### src/rtl/key_schedule_seq.sv
// Sequential AES key-expansion engine: streams w[0..Nw-1] for 128/192/256-bit keys,
// one 32-bit word per accepted cycle over a valid/ready port.
module key_schedule_seq #(
  parameter bit ENABLE_192 = 1'b1,
  parameter bit ENABLE_256 = 1'b1
) (
  input  logic         clk,
  input  logic         rst,
  input  logic         start,
  input  logic [1:0]   key_len,
  input  logic [255:0] key,
  input  logic         abort,
  output logic         busy,
  output logic         out_valid,
  input  logic         out_ready,
  output logic [31:0]  out_word,
  output logic [5:0]   out_index,
  output logic [3:0]   out_round,
  output logic         out_last,
  output logic         done,
  output logic         err
);

  typedef enum logic {IDLE, RUN} state_t;

  state_t       state_q, state_d;
  logic [5:0]   idx_q, idx_d;
  logic [2:0]   kcnt_q, kcnt_d;
  logic [3:0]   rnd_q, rnd_d;
  logic [1:0]   len_q, len_d;
  logic [255:0] key_q, key_d;
  logic [31:0]  word_q, word_d;
  logic [31:0]  hist_q [8];
  logic [31:0]  hist_d [8];
  logic         done_q, done_d, err_q, err_d;

  logic [2:0]   nk_m1, nk_m2;
  logic [5:0]   nw_m1, n;
  logic [2:0]   kn;
  logic [3:0]   rn;
  logic [31:0]  kw [8];
  logic [31:0]  temp, nxt_word;
  logic         len_ok, is_last;

  function automatic logic [7:0] gf_mul(input logic [7:0] a, input logic [7:0] b);
    logic [7:0] p, aa;
    p  = '0;
    aa = a;
    for (int k = 0; k < 8; k++) begin
      if (b[k]) p = p ^ aa;
      aa = {aa[6:0], 1'b0} ^ (aa[7] ? 8'h1b : 8'h00);
    end
    return p;
  endfunction

  // Inversion through the GF(2^4) subfield: the norm x^17 lies in GF(16), whose
  // inverse is n^14, so x^-1 = x^16 * (x^17)^14 (and 0 maps to 0).
  function automatic logic [7:0] gf_inv(input logic [7:0] x);
    logic [7:0] x2, x4, x8, x16, nrm, n2, n4, n8;
    x2  = gf_mul(x, x);
    x4  = gf_mul(x2, x2);
    x8  = gf_mul(x4, x4);
    x16 = gf_mul(x8, x8);
    nrm = gf_mul(x16, x);
    n2  = gf_mul(nrm, nrm);
    n4  = gf_mul(n2, n2);
    n8  = gf_mul(n4, n4);
    return gf_mul(x16, gf_mul(gf_mul(n8, n4), n2));
  endfunction

  function automatic logic [7:0] sbox(input logic [7:0] x);
    logic [7:0] b;
    b = gf_inv(x);
    return b ^ {b[6:0], b[7]} ^ {b[5:0], b[7:6]} ^ {b[4:0], b[7:5]} ^
           {b[3:0], b[7:4]} ^ 8'h63;
  endfunction

  function automatic logic [31:0] sub_word(input logic [31:0] w);
    return {sbox(w[31:24]), sbox(w[23:16]), sbox(w[15:8]), sbox(w[7:0])};
  endfunction

  function automatic logic [31:0] rot_word(input logic [31:0] w);
    return {w[23:0], w[31:24]};
  endfunction

  function automatic logic [7:0] rcon(input logic [3:0] r);
    case (r)
      4'd1:    return 8'h01;
      4'd2:    return 8'h02;
      4'd3:    return 8'h04;
      4'd4:    return 8'h08;
      4'd5:    return 8'h10;
      4'd6:    return 8'h20;
      4'd7:    return 8'h40;
      4'd8:    return 8'h80;
      4'd9:    return 8'h1b;
      4'd10:   return 8'h36;
      default: return 8'h00;
    endcase
  endfunction

  always_comb begin
    case (len_q)
      2'b01:   begin nk_m1 = 3'd5; nk_m2 = 3'd4; nw_m1 = 6'd51; end
      2'b10:   begin nk_m1 = 3'd7; nk_m2 = 3'd6; nw_m1 = 6'd59; end
      default: begin nk_m1 = 3'd3; nk_m2 = 3'd2; nw_m1 = 6'd43; end
    endcase
  end

  always_comb begin
    case (key_len)
      2'b00:   len_ok = 1'b1;
      2'b01:   len_ok = ENABLE_192;
      2'b10:   len_ok = ENABLE_256;
      default: len_ok = 1'b0;
    endcase
  end

  always_comb begin
    for (int j = 0; j < 8; j++) kw[j] = key_q[255-32*j -: 32];
  end

  assign is_last = (idx_q == nw_m1);

  // Next word w[idx+1]; hist_q[j] holds w[idx-1-j], so w[idx+1-Nk] sits at Nk-2.
  always_comb begin
    n    = idx_q + 6'd1;
    kn   = (kcnt_q == nk_m1) ? 3'd0 : kcnt_q + 3'd1;
    rn   = (kn == 3'd0) ? rnd_q + 4'd1 : rnd_q;
    temp = word_q;
    if (kn == 3'd0)
      temp = sub_word(rot_word(word_q)) ^ {rcon(rn), 24'h0};
    else if (nk_m1 == 3'd7 && kn == 3'd4)
      temp = sub_word(word_q);
    if (idx_q < {3'b000, nk_m1})
      nxt_word = kw[n[2:0]];
    else
      nxt_word = hist_q[nk_m2] ^ temp;
  end

  always_comb begin
    state_d = state_q;
    idx_d   = idx_q;
    kcnt_d  = kcnt_q;
    rnd_d   = rnd_q;
    len_d   = len_q;
    key_d   = key_q;
    word_d  = word_q;
    hist_d  = hist_q;
    done_d  = 1'b0;
    err_d   = 1'b0;
    case (state_q)
      IDLE: begin
        if (start) begin
          if (len_ok) begin
            state_d = RUN;
            key_d   = key;
            len_d   = key_len;
            idx_d   = '0;
            kcnt_d  = '0;
            rnd_d   = '0;
            word_d  = key[255:224];
          end else begin
            err_d = 1'b1;
          end
        end
      end
      RUN: begin
        // abort takes priority, so a word presented alongside it is not delivered
        if (abort) begin
          state_d = IDLE;
        end else if (out_ready) begin
          hist_d[0] = word_q;
          for (int j = 1; j < 8; j++) hist_d[j] = hist_q[j-1];
          if (is_last) begin
            state_d = IDLE;
            done_d  = 1'b1;
          end else begin
            idx_d  = n;
            kcnt_d = kn;
            rnd_d  = rn;
            word_d = nxt_word;
          end
        end
      end
      default: state_d = IDLE;
    endcase
  end

  always_ff @(posedge clk or posedge rst) begin
    if (rst) begin
      state_q <= IDLE;
      idx_q   <= '0;
      kcnt_q  <= '0;
      rnd_q   <= '0;
      len_q   <= '0;
      word_q  <= '0;
      done_q  <= 1'b0;
      err_q   <= 1'b0;
      for (int j = 0; j < 8; j++) hist_q[j] <= '0;
    end else begin
      state_q <= state_d;
      idx_q   <= idx_d;
      kcnt_q  <= kcnt_d;
      rnd_q   <= rnd_d;
      len_q   <= len_d;
      word_q  <= word_d;
      done_q  <= done_d;
      err_q   <= err_d;
      hist_q  <= hist_d;
    end
  end

  always_ff @(posedge clk) begin
    key_q <= key_d;
  end

  assign busy      = (state_q == RUN);
  assign out_valid = busy;
  assign out_word  = busy ? word_q : '0;
  assign out_index = busy ? idx_q : '0;
  assign out_round = busy ? idx_q[5:2] : '0;
  assign out_last  = busy & is_last;
  assign done      = done_q;
  assign err       = err_q;

endmodule

### config.mk
export PLATFORM = sky130hd
export DESIGN_NAME = key_schedule_seq
export DESIGN_NICKNAME = d
export VERILOG_FILES = /design/src/rtl/key_schedule_seq.sv
export SDC_FILE = /design/constraint.sdc
export NUM_CORES = 2
export LEC_CHECK = 0
export BUFFER_PORTS_ARGS = -buffer_cell sky130_fd_sc_hd__buf_4
export CORE_MARGIN = 5
export CORE_UTILIZATION = 30
export CTS_CLUSTER_DIAMETER = 150
export CTS_CLUSTER_SIZE = 25
export DETAILED_ROUTE_END_ITERATION = 8
export RECOVER_POWER = 50
export SYNTH_ARGS = -nofsm -noshare
export SYNTH_HDL_FRONTEND = slang
export SYNTH_SLANG_ARGS = --single-unit
### constraint.sdc
create_clock -name clk -period 41.4 [get_ports clk]
set_input_delay 4.14 -clock clk [delete_from_list [all_inputs] [get_ports clk]]
set_output_delay 4.14 -clock clk [all_outputs]
set_load 0.005 [all_outputs]
# [After elaboration in Yosys (flattened, before gate mapping)]
# Memory sizes are Yosys's and may differ from the RTL's.
# Index checks and enable logic that the tools add are counted.
[word_totals] ff_bits=562 romBits=128 elab_cells=3583 memories=1
[mem_list] memory="(name not given)" words=16 width=8 read_ports=1 rd_clocked_by_memory_dff=0 wr=0 line="87" rtl="case (r)"
[op_classes] n_addsub=3 order_cmp=3 eq_ne=13 n_mux=2344 bitwise=1195 n_reduce_logical=7
[ops] cell="8-bit 2-to-1 mux" n=1757
[ops] cell="8-bit XOR" n=648
[ops] cell="8-bit by 5-bit XOR with 8-bit output" n=532
[ops] cell="5-bit 2-to-1 mux" n=532
[ops] cell="32-bit 2-to-1 mux" n=13
[ops] cell="32-bit binary-select mux with 3-bit select" n=2
[ops] cell="32-bit case mux with 2 select lines" n=1
[ops] cell="32-bit XOR" n=2
[ops] cell="6-bit 2-to-1 mux" n=6
[ops] cell="4-bit NOT" n=8
[ops] cell="4-bit 2-to-1 mux" n=7
[ops] cell="3-bit 2-to-1 mux" n=6
[ops] cell="3-bit case mux with 2 select lines" n=3
[ops] cell="1-bit 2-to-1 mux" n=13
[ops] cell="6-bit case mux with 2 select lines" n=1
[ops] cell="2-bit inequality test (second input constant)" n=5
[ops] cell="5-bit case mux with 2 select lines" n=1
[ops] cell="4-bit >= comparator (second input constant)" n=2
[ops] cell="3-bit NOT with 4-bit output" n=2
[ops] cell="4-bit case mux with 2 select lines" n=1
[ops] cell="6-bit by 1-bit adder with 6-bit output (second input constant)" n=1
[ops] cell="3-bit equality test (second input constant)" n=2
[ops] cell="6-bit equality test" n=1
[ops] cell="6-bit by 3-bit < comparator with 1-bit output" n=1
[ops] cell="other kinds (14)" n=18

# [Depth between registers and ports, before layout]
[depth] word_depth=359 depth_mapped=83 ltp_nobuf=75

# [Worst setup path before layout]
# Ideal clock, no wire load.
[synth_path] path_type="input port to flip-flop" start="in start" end="reg word_q[9]" t_arrival_ns=19.719 required_ns=41.309 setup_slack_ns=21.590 cell_stages=6 path_buffers=0 cell_sequence="nand2_1 a21oi_1 o21ai_0 nor3_1 nand4_1 o221ai_1"
[synth_between] elab_chain_len=2
[synth_lines] item="start, declared" line="9" rtl="input logic start,"
[synth_lines] item="2-bit inequality test (no source line)"
[synth_lines] item="5-bit AND reduction (no source line)"
[synth_lines] item="end signal, assigned" line="207" rtl="word_q <= word_d;"
[synth_lines] item="end, declared" line="32" rtl="logic [31:0] word_q, word_d;"
# No other way between the ends.
# A chain may end at the register's enable or synchronous reset.

# [Worst setup path after layout]
[layout_path] start="reg word_q[30]" end="reg word_q[3]"
[layout_between] elab_chain_len=264 word_cells_on_any_way=401 cone_classes="248 x mux; 153 x bitwise"
[layout_lines] item="8-bit by 5-bit XOR with 8-bit output or 8-bit 2-to-1 mux (tied branches)" line="51, 50"
[layout_lines] item="8-bit XOR or 8-bit 2-to-1 mux (tied branches)" line="50, 131"
[layout_lines] item="8-bit 2-to-1 mux or 8-bit XOR (tied branches)" line="50" rtl="if (b[k]) p = p ^ aa;"
[layout_lines] item="8-bit 2-to-1 mux (on tied branches)" line="131, 50"
[layout_lines] item="8-bit XOR or 8-bit 2-to-1 mux (tied branches)" line="50, 131"
[layout_lines] item="8-bit 2-to-1 mux or 8-bit XOR (tied branches)" line="50"
[layout_lines] item="8-bit 2-to-1 mux (on tied branches)" line="131, 50"
[layout_lines] item="8-bit XOR or 8-bit 2-to-1 mux (tied branches)" line="50, 131"
[layout_lines] item="(+248 left out)"
[layout_lines] item="32-bit XOR *" line="132" rtl="temp = sub_word(rot_word(word_q)) ^ {rcon(rn), 24'h0};"
[layout_lines] item="32-bit 2-to-1 mux *" line="131" rtl="if (kn == 3'd0)"
[layout_lines] item="32-bit XOR *" line="138" rtl="nxt_word = hist_q[nk_m2] ^ temp;"
[layout_lines] item="32-bit 2-to-1 mux *" line="135" rtl="if (idx_q < {3'b000, nk_m1})"
[layout_lines] item="32-bit 2-to-1 mux *" line="175" rtl="if (is_last) begin"
[layout_lines] item="32-bit 2-to-1 mux *" line="172" rtl="end else if (out_ready) begin"
[layout_lines] item="32-bit 2-to-1 mux *" line="170" rtl="if (abort) begin"
[layout_lines] item="32-bit case mux with 2 select lines *" line="152" rtl="case (state_q)"
# Every way passes the cells marked *; elsewhere a longest branch is shown, timed or not. The select of a mux whose other input is x is not followed.

==> impl_metrics.ini <==
[status]
status = complete, but fails checks
violations = capacitance limit, slew limit

[worst_setup_path]
reg2regPathDepth = 72
required_ns = 41.84
cp.arrival_ns = 25.00
max_stage_delay_ns = 1.06
setup.worst_path.start = word_q[30]$_DFFE_PP0P_
endpoint_kind = register
critPathMaxFanout = 28
reg2reg_to = word_q[3]$_DFFE_PP0P_
timing.rr.start = word_q[30]$_DFFE_PP0P_
cp_num_cells = 72
crit_path_start_kind = register
critPathKind = register to register
worst-path-buf-inv = 6
slowest_stage = xor2_1
cp_common_cell = xnor2_1
r2r_slack_ns = 16.84
crit_family = XOR/XNOR gates

[routing]
route.detailed.drc = 0
avgViaCountPerCell = 5.40
drt-pass1-iter-count = 6
vias = 56600
drt.antenna.violating_nets = 0
drt_iter0_markers = 5255
wirelength_um = 205000
avgRoutedWirePerCell_um = 19.5

[worst_hold_path]
hold_start = hist_q[150]$_DFFE_PP0P_
worst_hold_path_type = register to register
min_path_cells = 1
hold_end = hist_q[118]$_DFFE_PP0P_

[clock_tree]
cts.reportedPaths.clkPinSlew_ns = 0.11
cts_htree_levels = 1
cts-hold-fix-buffers = 0
clock_path_buffers = 3
post_cts_resized = 0
clockRootBuffer = clkbuf_16
post_cts_buffers = 0
worstSkewPairLatency_ns = 0.60
cts_buffers = 25
cts_tree = done
clock_sinks = 530

[timing]
timing.fmax_mhz = 40.7
rsz0062_at_grt = no
slew_headroom_pct = -550
tightest_slew_ns = 9.75
slew_violations = 316
setup_viol_count_final = 0
hold_violations = 0
min_period_ns = 24.56
finClkSkew_ns = 0.0382
finalCritPeriodShare_pct = 59.3
fin_setup_tns_ns = 0

[cells_and_area]
stdcell_count = 10500
final_cell_mix = xnor2_1, nor2_1, nand2_1, xor2_1, a21oi_1
drive_above_1_share_pct = 15.5
fillers = 23400
final_common_cell = xnor2_1
fin_nets = 7764
syn2layout_area_growth_pct = 8.54

[logic_synthesis]
synth_edf_count = 256
synth_fp_nets = 7749
avgSynthCellArea_um2 = 9.19
syn_area_um2 = 68400
synth_cell_types = 139
yosysSeqAreaShare_pct = 21.3
async_flop_share_pct = 51.7
synth-seq-cells = 530
synthCells = 7447
ys.flop_type = dfrtp_1
ys_warn_count = 0

[job]
maxCapViolations = 2

[die]
start_util_pct = 30.1
rows = 175
fp.dieArea_um2 = 238000
ios = 310
die_height_um = 488
die_w_um = 488
core_um2 = 227000

[global_route]
antenna_found_initial = 13
overflow = 0
grt_pass1_wl_um = 320000
grtUsageTotal_pct = 16.4
grt_max_degree = 180
grt_pass1_vias = 54700

[place]
io_buffers = 309
placedCellCount = 10400
gp_congestion = 0.904
dpl.hpwl_um = 151000
[stage by stage]
step                instance area [um2]  setup slack (ns)  utilization (%)  hold WS, ns
floorplan                         68400             21.59                -        0.469
global placement                  73700             17.17             32.4        0.479
detailed placement                73700             17.15             32.4        0.488
CTS                               74400             17.04             32.7        0.504
global route                      74300             15.06             32.7        0.520
finish                            74300             16.84             32.7        0.503
[metal layers]
layer / part of all wire, % / track usage (%)
met1: 44 / 22.6
met2: 48 / 28.1
met3: 5.5 / 1.71
met4: 2.0 / 3.11
met5: 0.042 / 0
[cell usage after synthesis (88+ instances only)]
cell,n,area share (%)
nor2_1,829,4.5
dfrtp_1,274,10
o22ai_1,88,0.80
xnor3_1,286,9.4
mux4_2,97,3.2
inv_1,88,0.48
mux2i_1,183,2.7
o21ai_0,193,1.4
edfxtp_1,256,11
xnor2_2,88,2.1
buf_2,148,1.1
nand2_1,701,3.8
nand3_1,160,1.2
a21oi_1,317,2.3
nor3_1,166,1.2
xor2_1,347,4.4
clkbuf_1,252,1.4
xnor2_1,1162,15
mux2_2,285,4.7
[cell type report]
type / instances / area, um2 / area share (%)
clock inverters: 2 / 28.8 / 0.0387
clock buffers: 42 / 689 / 0.928
diodes: 5 / 12.5 / 0.0168
inverters: 121 / 458 / 0.617
flip-flops and latches: 530 / 14600 / 19.6
multi-input cells: 6303 / 51300 / 69.0
well taps: 3009 / 3760 / 5.07
repair buffers: 481 / 3490 / 4.70
[sequential cells by signal, summed over array words and instances, names as in the netlist]
signal  cells
err         1
kcnt_q      3
hist_q    224
idx_q       6
key_q     256
rnd_q       4
len_q       2
busy        1
word_q     32
done        1
[worst reg2reg max path, delay by kind of cell (launching register included)]
kind / cells / cell delay, ns
compound gates: 12 / 2.92
xor+xnor: 36 / 14.29
fa+ha+maj: 6 / 2.61
buf+inv: 6 / 1.89
flops: 1 / 0.35
mux: 2 / 0.66
simple gates: 10 / 1.70
[how the worst max path moves through the flow]
stage / endpoint / slack, ns
global placement: word_q[3]$_DFFE_PP0P_ / 17.17
CTS: word_q[3]$_DFFE_PP0P_ / 17.04
global route: word_q[3]$_DFFE_PP0P_ / 15.06
finish: word_q[3]$_DFFE_PP0P_ / 16.84
detailed placement: word_q[3]$_DFFE_PP0P_ / 17.15
floorplan: word_q[9]$_DFFE_PP0P_ / 21.59
[logic make-up after synthesis]
kind of cell	Yosys count	synth area share, %
adder cells (fa/ha/maj)	41	0.742
multiplexers	572	10.7
XOR/XNOR	1964	33.5
flip-flops	530	21.3
buffers and inverters	614	4.06
AND/OR/NAND/NOR	2380	15.9
AO/OA/AOI/OAI	1346	13.8
Power is left out: the tool's default activity adds up to more than one toggle a clock period on the data nets, which glitch-free logic cannot reach.
